==> src/rtl/trivium_ks_ctrl_if.sv <==
// Job, core and keystream-stream signals of the Trivium keystream sequencer.
// Signal suffixes are written from the sequencer's point of view (_i = into it).
// With TRIV_XOR_EN defined, the din/din_valid/din_ready data-in stream is added.
interface trivium_ks_ctrl_if #(
  parameter int LEN_W = 12
);
  // host / DMA job side
  logic             start_i;
  logic             start_ready_o;
  logic [79:0]      key_i;
  logic [79:0]      iv_i;
  logic [LEN_W-1:0] len_i;
  logic             abort_i;
  // Trivium core side
  logic             core_load_o;
  logic [79:0]      core_key_o;
  logic [79:0]      core_iv_o;
  logic             core_step_o;
  logic             core_ks_i;
  // keystream byte stream
  logic [7:0]       ks_data_o;
  logic             ks_valid_o;
  logic             ks_ready_i;
  logic             done_o;
`ifdef TRIV_XOR_EN
  logic [7:0]       din_i;
  logic             din_valid_i;
  logic             din_ready_o;

  modport slave (
    input  start_i, key_i, iv_i, len_i, abort_i, core_ks_i, ks_ready_i, din_i, din_valid_i,
    output start_ready_o, core_load_o, core_key_o, core_iv_o, core_step_o,
           ks_data_o, ks_valid_o, done_o, din_ready_o
  );
  modport master (
    output start_i, key_i, iv_i, len_i, abort_i, core_ks_i, ks_ready_i, din_i, din_valid_i,
    input  start_ready_o, core_load_o, core_key_o, core_iv_o, core_step_o,
           ks_data_o, ks_valid_o, done_o, din_ready_o
  );
`else
  modport slave (
    input  start_i, key_i, iv_i, len_i, abort_i, core_ks_i, ks_ready_i,
    output start_ready_o, core_load_o, core_key_o, core_iv_o, core_step_o,
           ks_data_o, ks_valid_o, done_o
  );
  modport master (
    output start_i, key_i, iv_i, len_i, abort_i, core_ks_i, ks_ready_i,
    input  start_ready_o, core_load_o, core_key_o, core_iv_o, core_step_o,
           ks_data_o, ks_valid_o, done_o
  );
`endif
endinterface

==> src/rtl/trivium_ks_ctrl.sv <==
// Trivium keystream job sequencer: accepts a (key, IV, length) job, loads the
// core, runs the warm-up rounds, then packs one keystream bit per cycle into
// LSB-first bytes delivered on a valid/ready stream, pulsing done at the end.
// Optional macro TRIV_XOR_EN: XOR each byte with an input data stream (din),
// turning the block into a byte-stream encryptor/decryptor.
module trivium_ks_ctrl #(
  parameter int WARMUP = 1152,
  parameter int LEN_W  = 12,
  parameter int CNT_W  = 11
) (
  input logic              clk,
  input logic              rst,
  trivium_ks_ctrl_if.slave bus
);

  typedef enum logic [2:0] {
    ST_IDLE = 3'd0,
    ST_LOAD = 3'd1,
    ST_WARM = 3'd2,
    ST_GEN  = 3'd3,
    ST_HOLD = 3'd4,
    ST_DONE = 3'd5
  } state_t;

  localparam logic [CNT_W-1:0] WARM_LAST = CNT_W'(WARMUP - 1);

  state_t           state_q,      state_d;
  logic [CNT_W-1:0] warm_cnt_q,   warm_cnt_d;
  logic [2:0]       bit_cnt_q,    bit_cnt_d;
  logic [LEN_W-1:0] bytes_left_q, bytes_left_d;
  logic [79:0]      key_q,        key_d;
  logic [79:0]      iv_q,         iv_d;
  logic [7:0]       ks_byte_q,    ks_byte_d;
  logic             start_ready_q;
  logic             core_load_q;
  logic             core_step_q;
  logic             ks_valid_q;
  logic             done_q;
  logic             hold_fire_s;

  // A byte leaves HOLD only when the downstream (and, with XOR, the data source) is ready.
`ifdef TRIV_XOR_EN
  assign hold_fire_s = bus.ks_ready_i & bus.din_valid_i;
`else
  assign hold_fire_s = bus.ks_ready_i;
`endif

  // Next-state and datapath update; abort overrides everything outside IDLE.
  always_comb begin
    state_d      = state_q;
    warm_cnt_d   = warm_cnt_q;
    bit_cnt_d    = bit_cnt_q;
    bytes_left_d = bytes_left_q;
    key_d        = key_q;
    iv_d         = iv_q;
    ks_byte_d    = ks_byte_q;
    if ((state_q != ST_IDLE) && bus.abort_i) begin
      state_d   = ST_IDLE;
      bit_cnt_d = 3'd0;
      ks_byte_d = 8'd0;
    end else begin
      case (state_q)
        ST_IDLE: begin
          if (bus.start_i) begin
            key_d        = bus.key_i;
            iv_d         = bus.iv_i;
            bytes_left_d = bus.len_i;
            if (bus.len_i == {LEN_W{1'b0}}) begin
              state_d = ST_DONE;
            end else begin
              state_d = ST_LOAD;
            end
          end else begin
            state_d = ST_IDLE;
          end
        end
        ST_LOAD: begin
          warm_cnt_d = {CNT_W{1'b0}};
          state_d    = ST_WARM;
        end
        ST_WARM: begin
          if (warm_cnt_q == WARM_LAST) begin
            bit_cnt_d = 3'd0;
            state_d   = ST_GEN;
          end else begin
            warm_cnt_d = warm_cnt_q + {{(CNT_W-1){1'b0}}, 1'b1};
          end
        end
        ST_GEN: begin
          // core_ks reflects the pre-step state, so it is captured on the stepping edge
          ks_byte_d[bit_cnt_q] = bus.core_ks_i;
          bit_cnt_d            = bit_cnt_q + 3'd1;
          if (bit_cnt_q == 3'd7) begin
            state_d = ST_HOLD;
          end else begin
            state_d = ST_GEN;
          end
        end
        ST_HOLD: begin
          if (hold_fire_s) begin
            bytes_left_d = bytes_left_q - LEN_W'(1);
            bit_cnt_d    = 3'd0;
            if (bytes_left_q == LEN_W'(1)) begin
              state_d = ST_DONE;
            end else begin
              state_d = ST_GEN;
            end
          end else begin
            state_d = ST_HOLD;
          end
        end
        ST_DONE: begin
          state_d = ST_IDLE;
        end
        default: begin
          state_d = ST_IDLE;
        end
      endcase
    end
  end

  // State and datapath registers; outputs are decoded from the next state so they are registered.
  always_ff @(posedge clk or posedge rst) begin
    if (rst) begin
      state_q       <= ST_IDLE;
      warm_cnt_q    <= {CNT_W{1'b0}};
      bit_cnt_q     <= 3'd0;
      bytes_left_q  <= {LEN_W{1'b0}};
      key_q         <= 80'd0;
      iv_q          <= 80'd0;
      ks_byte_q     <= 8'd0;
      start_ready_q <= 1'b1;
      core_load_q   <= 1'b0;
      core_step_q   <= 1'b0;
      ks_valid_q    <= 1'b0;
      done_q        <= 1'b0;
    end else begin
      state_q       <= state_d;
      warm_cnt_q    <= warm_cnt_d;
      bit_cnt_q     <= bit_cnt_d;
      bytes_left_q  <= bytes_left_d;
      key_q         <= key_d;
      iv_q          <= iv_d;
      ks_byte_q     <= ks_byte_d;
      start_ready_q <= (state_d == ST_IDLE);
      core_load_q   <= (state_d == ST_LOAD);
      core_step_q   <= (state_d == ST_WARM) || (state_d == ST_GEN);
      ks_valid_q    <= (state_d == ST_HOLD);
      done_q        <= (state_d == ST_DONE);
    end
  end

  assign bus.start_ready_o = start_ready_q;
  assign bus.core_load_o   = core_load_q;
  assign bus.core_key_o    = key_q;
  assign bus.core_iv_o     = iv_q;
  assign bus.core_step_o   = core_step_q;
  assign bus.done_o        = done_q;
`ifdef TRIV_XOR_EN
  assign bus.ks_data_o     = ks_valid_q ? (ks_byte_q ^ bus.din_i) : ks_byte_q;
  assign bus.ks_valid_o    = ks_valid_q & bus.din_valid_i;
  assign bus.din_ready_o   = ks_valid_q & bus.ks_ready_i;
`else
  assign bus.ks_data_o     = ks_byte_q;
  assign bus.ks_valid_o    = ks_valid_q;
`endif

endmodule

==> src/flat_wrapper.sv <==
// flat-port wrapper written by rule: the top's interface ports become plain ports
module trivium_ks_ctrl_flat 
#(
  parameter int WARMUP = 1152,
  parameter int LEN_W  = 12,
  parameter int CNT_W  = 11
)
  (clk, rst, bus_start_i, bus_key_i, bus_iv_i, bus_len_i, bus_abort_i, bus_core_ks_i, bus_ks_ready_i, bus_start_ready_o, bus_core_load_o, bus_core_key_o, bus_core_iv_o, bus_core_step_o, bus_ks_data_o, bus_ks_valid_o, bus_done_o);
  trivium_ks_ctrl_if #(.LEN_W(LEN_W)) bus_i ();
  input logic clk;
  input logic rst;
  input wire logic [$bits(bus_i.start_i)-1:0] bus_start_i;
  input wire logic [$bits(bus_i.key_i)-1:0] bus_key_i;
  input wire logic [$bits(bus_i.iv_i)-1:0] bus_iv_i;
  input wire logic [$bits(bus_i.len_i)-1:0] bus_len_i;
  input wire logic [$bits(bus_i.abort_i)-1:0] bus_abort_i;
  input wire logic [$bits(bus_i.core_ks_i)-1:0] bus_core_ks_i;
  input wire logic [$bits(bus_i.ks_ready_i)-1:0] bus_ks_ready_i;
  output wire logic [$bits(bus_i.start_ready_o)-1:0] bus_start_ready_o;
  output wire logic [$bits(bus_i.core_load_o)-1:0] bus_core_load_o;
  output wire logic [$bits(bus_i.core_key_o)-1:0] bus_core_key_o;
  output wire logic [$bits(bus_i.core_iv_o)-1:0] bus_core_iv_o;
  output wire logic [$bits(bus_i.core_step_o)-1:0] bus_core_step_o;
  output wire logic [$bits(bus_i.ks_data_o)-1:0] bus_ks_data_o;
  output wire logic [$bits(bus_i.ks_valid_o)-1:0] bus_ks_valid_o;
  output wire logic [$bits(bus_i.done_o)-1:0] bus_done_o;
  assign bus_i.start_i = bus_start_i;
  assign bus_i.key_i = bus_key_i;
  assign bus_i.iv_i = bus_iv_i;
  assign bus_i.len_i = bus_len_i;
  assign bus_i.abort_i = bus_abort_i;
  assign bus_i.core_ks_i = bus_core_ks_i;
  assign bus_i.ks_ready_i = bus_ks_ready_i;
  assign bus_start_ready_o = bus_i.start_ready_o;
  assign bus_core_load_o = bus_i.core_load_o;
  assign bus_core_key_o = bus_i.core_key_o;
  assign bus_core_iv_o = bus_i.core_iv_o;
  assign bus_core_step_o = bus_i.core_step_o;
  assign bus_ks_data_o = bus_i.ks_data_o;
  assign bus_ks_valid_o = bus_i.ks_valid_o;
  assign bus_done_o = bus_i.done_o;
  trivium_ks_ctrl #(.WARMUP(WARMUP), .LEN_W(LEN_W), .CNT_W(CNT_W)) u_core (.clk(clk), .rst(rst), .bus(bus_i));
endmodule
==> config.mk <==
export PLATFORM = sky130hd
export DESIGN_NAME = trivium_ks_ctrl_flat
export DESIGN_NICKNAME = d
export VERILOG_FILES = /design/src/rtl/trivium_ks_ctrl_if.sv /design/src/rtl/trivium_ks_ctrl.sv /design/src/flat_wrapper.sv
export SDC_FILE = /design/constraint.sdc
export NUM_CORES = 1
export LEC_CHECK = 0
export ABC_AREA = 1
export BUFFER_PORTS_ARGS = -buffer_cell sky130_fd_sc_hd__buf_2
export CAP_MARGIN = 30
export CELL_PAD_IN_SITES_DETAIL_PLACEMENT = 0
export CELL_PAD_IN_SITES_GLOBAL_PLACEMENT = 1
export CORE_MARGIN = 2
export CORE_UTILIZATION = 31
export CTS_BUF_LIST = sky130_fd_sc_hd__clkbuf_8 sky130_fd_sc_hd__clkbuf_16
export CTS_CLUSTER_DIAMETER = 120
export DETAILED_ROUTE_END_ITERATION = 10
export PLACE_DENSITY_LB_ADDON = 0.1
export SYNTH_ARGS = -nofsm -noshare
export SYNTH_HDL_FRONTEND = slang
export SYNTH_SLANG_ARGS = --single-unit
==> constraint.sdc <==
create_clock -name clk -period 7.3 [get_ports clk]
set_clock_uncertainty 0.15 [all_clocks]
set_input_delay 1.46 -clock clk [delete_from_list [all_inputs] [get_ports clk]]
set_output_delay 1.46 -clock clk [all_outputs]
set_load 0.1 [all_outputs]
==> metrics, run 1 <==
FILL cells 2861; Overflow after GRT 0; synth warn 0; area post-placement 10500 um^2; PortBufs 350; slowest CP cell buf_4; reg2reg setup slack 4640 ps; # setup viols final 0; htree depth 1; RR Endpoint u_core.warm_cnt_q[0]; final period utilization 42.1%; Final Hold Violating Endpoints 0; Synth area leaders dfrtp_1 (59%), nand2_1 (25%), o21ai_0 (2.5%); Routed wire per std cell 15.1 um; layout overhead on the synthesized area 33.0%; Final GP Congestion 0.760; drt drc 0; Post-synth ARST share 100%; CTS Root Cell clkbuf_16; Iter 0 DRT Violations 499; Worst slew margin 38.3%; synth unique cells 28; Setup Slack @ Placement 3690 ps; worst skew pair latency 510 ps; initial antenna violation count 3; Setup crit end kind flip-flop; largest net degree at the start of global routing 99; Yosys top cell area share 59.1%; xor and xnor area share after synthesis 0.206%; Site Rows 60; Final Max Slew Viols 0; area share of fa/ha/maj cells after synthesis 0.735%; Post-DP HPWL 18400 um; via/cell ratio 4.36; Post-Syn Instances 1035; CTS tree yes; clk slew on worst S/H paths 60 ps; Synthesized Nets 1218; Synth Register Bits 202; crit start category input port; die area 28800 um^2; reg-to-reg startpoint u_core.state_q[2]; Setup CP Type input port to flip-flop; setup ws final 4230 ps; post-CTS resize count 0; hold_ws 320 ps; Final min period 3070 ps; Starting Density 31.6%; Hold Crit Class flip-flop to flip-flop; CP max stage delay 590 ps; clock buffer depth 3; first-pass GRT wire length 40600 um; cts bufs inserted 23; Setup TNS 0 ps; mux cell area share after synthesis 0%; first-pass detailed-route iteration total 4; GRT Overall Usage 17.7%; depth of the worst hold-timing path 2; Synth top cells by count nand2_1 (578), dfrtp_1 (201), nor2_1 (47); width of the die 170 um; HP Start u_core.bus.core_key_o[59]; via count 7566; chip height 170 um; worst-margin pin slew 922 ps; Worst Path Required 7550 ps; CTS Hold Bufs 0; core area 27000 um^2; Seq/Total Area, Yosys 59.4%; top-level I/O count 351; clock net sink count 202; simple-gate share of the synthesized area 31.2%; Hold EP u_core.bus.core_key_o[59]; wirelength, routed 26300 um; Post-synth EDFFs 0; vias in the first global route 7246; worst-path cell chain buf_2 -> nand3_4 -> buf_4 -> buf_4 -> nand2_1 -> nor2_1 -> nand2_1 -> nand2_1 -> inv_1 -> nand2_1 -> nor2_1; largest area contributor in the netlist dfrtp_1; Final Instance Area 11300 um^2; RSZ-0062 raised after global routing no; Cell Area, Synth 8510 um^2; antenna viol nets, final 0; Primary FF master, synth dfrtp_1; Final #Nets 1557; Post-CTS Setup Inserts 0; fmax 0.325 GHz; Maximum Capacitance Violations 0; Worst Path Arrival 3320 ps; main combinational cell family by area after synthesis simple AND/OR/NAND/NOR gates; count leader, synth nand2_1; layout cells sized above 1 29.5%; average size of a mapped cell 8.22 um^2; complex-gate fraction of the synthesized area 3.51%; outcome complete, no violations; Crit Path Max Fanout 69; cell mode on critical path nand2_1; r2r worst-path depth 8
-- metal layers --
metal  track usage (%)  wire [um]  up-vias
li1                  -          -     3862
met1              22.8      11200     3425
met2              28.8      12300      248
met3              5.46       2320       31
met4              4.98        447        0
met5                 0          0        -
-- layout make-up --
cell class                      count  area, um^2  share of cell area, %
Tap cell                          341         427                   3.77
Clock buffer                       30         672                   5.94
Timing Repair Buffer              357        1820                   16.1
Clock inverter                     11         114                   1.01
Sequential cell                   202        5060                   44.7
Antenna cell                        3        7.51                 0.0663
Inverter                           44         175                   1.55
Multi-Input combinational cell    746        3040                   26.9
-- kinds of logic after synthesis --
group           count (synthesis)
simple gates                  681
flops                         202
buf+inv                        87
compound gates                 58
fa+ha+maj                       5
xor+xnor                        2
-- cell usage in the layout (no fill, tap or decap), types with 2 or more instances in the layout --
cell type  netlist  layout
nand2_1        578     578
buf_2           20     350
dfrtp_1        201     201
nor2_1          47      47
inv_1           42      42
o21ai_0         42      42
nand3_1         39      38
clkbuf_16        0      23
a21oi_1         12      12
clkbuf_8         0       7
buf_4           12       6
ha_1             5       5
clkinv_2         0       5
nor3_1           4       4
nand4_1          4       4
diode_2          0       3
or2_2            3       3
xor2_1           2       2
nand2_2          2       2
o211ai_1         2       2
bufinv_16        0       2
-- critical path, delay by kind of cell --
| kind | cells | cell delay, ps |
|---|---|---|
| buffers and inverters | 4 | 1220 |
| AND/OR/NAND/NOR | 7 | 540 |
-- sequential cells by signal (all words and copies together), names as in the netlist --
signal and cells:
u_core.bus.ks_data_o 8, u_core.bus.core_key_o 80, u_core.bus.core_iv_o 80, u_core.warm_cnt_q 11, u_core.bus.core_load_o 1, u_core.bus.done_o 1, u_core.bus.ks_valid_o 1, u_core.state_q 3
u_core.bit_cnt_q 3, u_core.bus.start_ready_o 1, u_core.bytes_left_q 12, u_core.bus.core_step_o 1
-- through the flow --
step / instances / utilization, %
5_1_grt: 1734 / 42.0
3_3_place_gp: 1689 / 39.0
3_5_place_dp: 1690 / 39.1
4_1_cts: 1731 / 42.0
6_report: 1734 / 42.0
2_1_floorplan: 1035 / -
-- worst max path at each step --
stage                     slack, ps                endpoint  cells after the start                      from
after CTS                      4230       bus_start_ready_o                      1  u_core.bus.start_ready_o
after global routing           4060       u_core.bus.done_o                     11               bus_start_i
final                          4230  u_core.bus.core_load_o                     11               bus_start_i
after floorplan                 180     u_core.bit_cnt_q[0]                      1                       rst
after detailed placement       3690  u_core.bus.core_load_o                     11               bus_start_i
after global placement         3100  u_core.bus.core_load_o                     11               bus_start_i
Power of run 1 is left out: the tool's default activity adds up to more than one toggle a clock period on the data nets, which glitch-free logic cannot reach.
==> run 2, diff against run 1 <==
ABC_AREA = 0   (was 1)
CORE_UTILIZATION = 37   (was 31)
clock period = 2.9 ns   (was 7.3 ns; I/O delays follow)
==> metrics, run 2 <==
Synth top cells by count dfrtp_1 (201), mux2_2 (161), nor2_1 (37); worst-margin pin slew 607 ps; setup ws final 683 ps; post-CTS resize count 0; layout overhead on the synthesized area 35.4%; Worst Path Required 3140 ps; CP bufs+invs 1; Seq/Total Area, Yosys 61.0%; Site Rows 54; Worst slew margin 59.5%; worst skew pair latency 500 ps; core area 21900 um^2; # setup viols final 0; layout cells sized above 1 59.6%; Routed wire per std cell 18.3 um; CTS Root Cell clkbuf_16; fmax 0.451 GHz; Yosys top cell area share 60.7%; Cell Area, Synth 8290 um^2; Starting Density 37.9%; PortBufs 350; Post-synth ARST share 100%; drt drc 0; clock net sink count 202; hold_ws 153 ps; crit start category flip-flop; Hold Crit Class input port to flip-flop; synth unique cells 60; clk slew on worst S/H paths 60 ps; vias in the first global route 6686; chip height 154 um; antenna viol nets, final 0; first-pass detailed-route iteration total 4; Synthesized Nets 769; Overflow after GRT 0; initial antenna violation count 5; Setup Slack @ Placement 629 ps; slowest CP cell dfrtp_1; Maximum Capacitance Violations 0; Crit Path Max Fanout 100; average size of a mapped cell 14.1 um^2; Primary FF master, synth dfrtp_1; Post-synth EDFFs 0; outcome complete, no violations; Final Max Slew Viols 0; CTS Hold Bufs 1; Iter 0 DRT Violations 201; via count 6111; Final Hold Violating Endpoints 0; Final GP Congestion 0.800; RSZ-0062 raised after global routing no; Setup crit end kind flip-flop; synth warn 0; count leader, synth dfrtp_1; CP max stage delay 520 ps; Synth area leaders dfrtp_1 (61%), mux2_2 (22%), nor2_1 (1.7%); commonest non-fill, non-tap cell in the layout buf_2; htree depth 1; die area 23600 um^2; first-pass GRT wire length 36100 um; delay-heaviest family, CP flip-flops; Synth Register Bits 202; CTS tree yes; Setup CP Type flip-flop to flip-flop; largest area contributor in the netlist dfrtp_1; clock buffer depth 3; Post-DP HPWL 17000 um; commonest cells after routing, fill and taps aside buf_2 (350), dfrtp_1 (201), mux2_2 (161); Post-CTS Setup Inserts 0; Final min period 2220 ps; Post-Syn Instances 586; final period utilization 76.4%; GRT Overall Usage 19.0%; width of the die 154 um; top-level I/O count 351; via/cell ratio 4.90; worst-path cell chain nor4b_2 -> buf_12 -> mux2_2; Final #Nets 1127; cts bufs inserted 23; wirelength, routed 22800 um; largest net degree at the start of global routing 101; Worst Path Arrival 2460 ps
==> run 2: cell count changes after synthesis, sizes merged, moves of 7 or more <==
cell	previous run	this run
nand2	580	14
nand3	40	3
mux2i	0	7
mux2	0	161
nor2	49	38
inv	44	4
nor4	0	7
buf	35	24
o21ai	42	22
==> run 2: per-stage QoR <==
stage | util, % | setup TNS (ps) | instance area (um^2) | instances
finish | 51.3 | 0 | 11200 | 1247
global route | 51.2 | 0 | 11200 | 1244
CTS | 51.2 | 0 | 11200 | 1241
detailed placement | 47.4 | 0 | 10400 | 1198
global placement | 47.4 | 0 | 10400 | 1198
floorplan | - | -89540 | 8290 | 586
==> run 2: cells by family (layout without fill, tap and decap cells) <==
| kind of cell | after synthesis | after routing | synth area share [%] |
|---|---|---|---|
| DFF | 202 | 202 | 61.0 |
| AOI/OAI and AO/OA | 65 | 65 | 5.55 |
| xor gates and xnor gates | 8 | 8 | 0.845 |
| and+or+nand+nor | 106 | 106 | 6.91 |
| buffers and inverters | 32 | 407 | 2.23 |
| adders and majority gates | 5 | 5 | 0.755 |
| muxes | 168 | 168 | 22.7 |
| other | 0 | 6 | 0 |
==> run 2: cell type report <==
cell class	instances	area (um^2)
fill	1999	10700
sequential	202	5060
multi-input combinational	352	3060
timing repair buffer	361	1910
clock buffer	28	644
tap	280	350
clock inverter	14	173
inverter	4	18.8
antenna	6	15.0
==> run 2: per-layer routing <==
metal	share of wire [%]	vias up	track usage, %
li1	-	2844	-
met3	8.1	43	6.76
met2	53	217	34.1
met5	0.057	-	0
met4	2.8	2	6.07
met1	36	3005	21.1
==> run 2: path summary, 6_finish.rpt <==
path	startpoint	end	slack, ps	cells after the start
setup / recovery	u_core.state_q[1]	u_core.bus.core_iv_o[9]	680	3
hold / removal	bus_key_i[71]	u_core.bus.core_key_o[71]	150	2
setup reg to reg	u_core.state_q[1]	u_core.bus.core_iv_o[9]	680	3
hold reg to reg	u_core.bus.core_iv_o[47]	u_core.bus.core_iv_o[47]	350	1
max in group asynchronous	rst	u_core.bus.start_ready_o	1220	4
min in group asynchronous	rst	u_core.bus.core_iv_o[60]	570	3
==> run 2: worst register-to-register path: stages (launching register included) <==
cell and delay [ps]:
dfrtp_1 520, nor4b_2 480, buf_12 430, mux2_2 540
Power of run 2 is left out for the same reason.
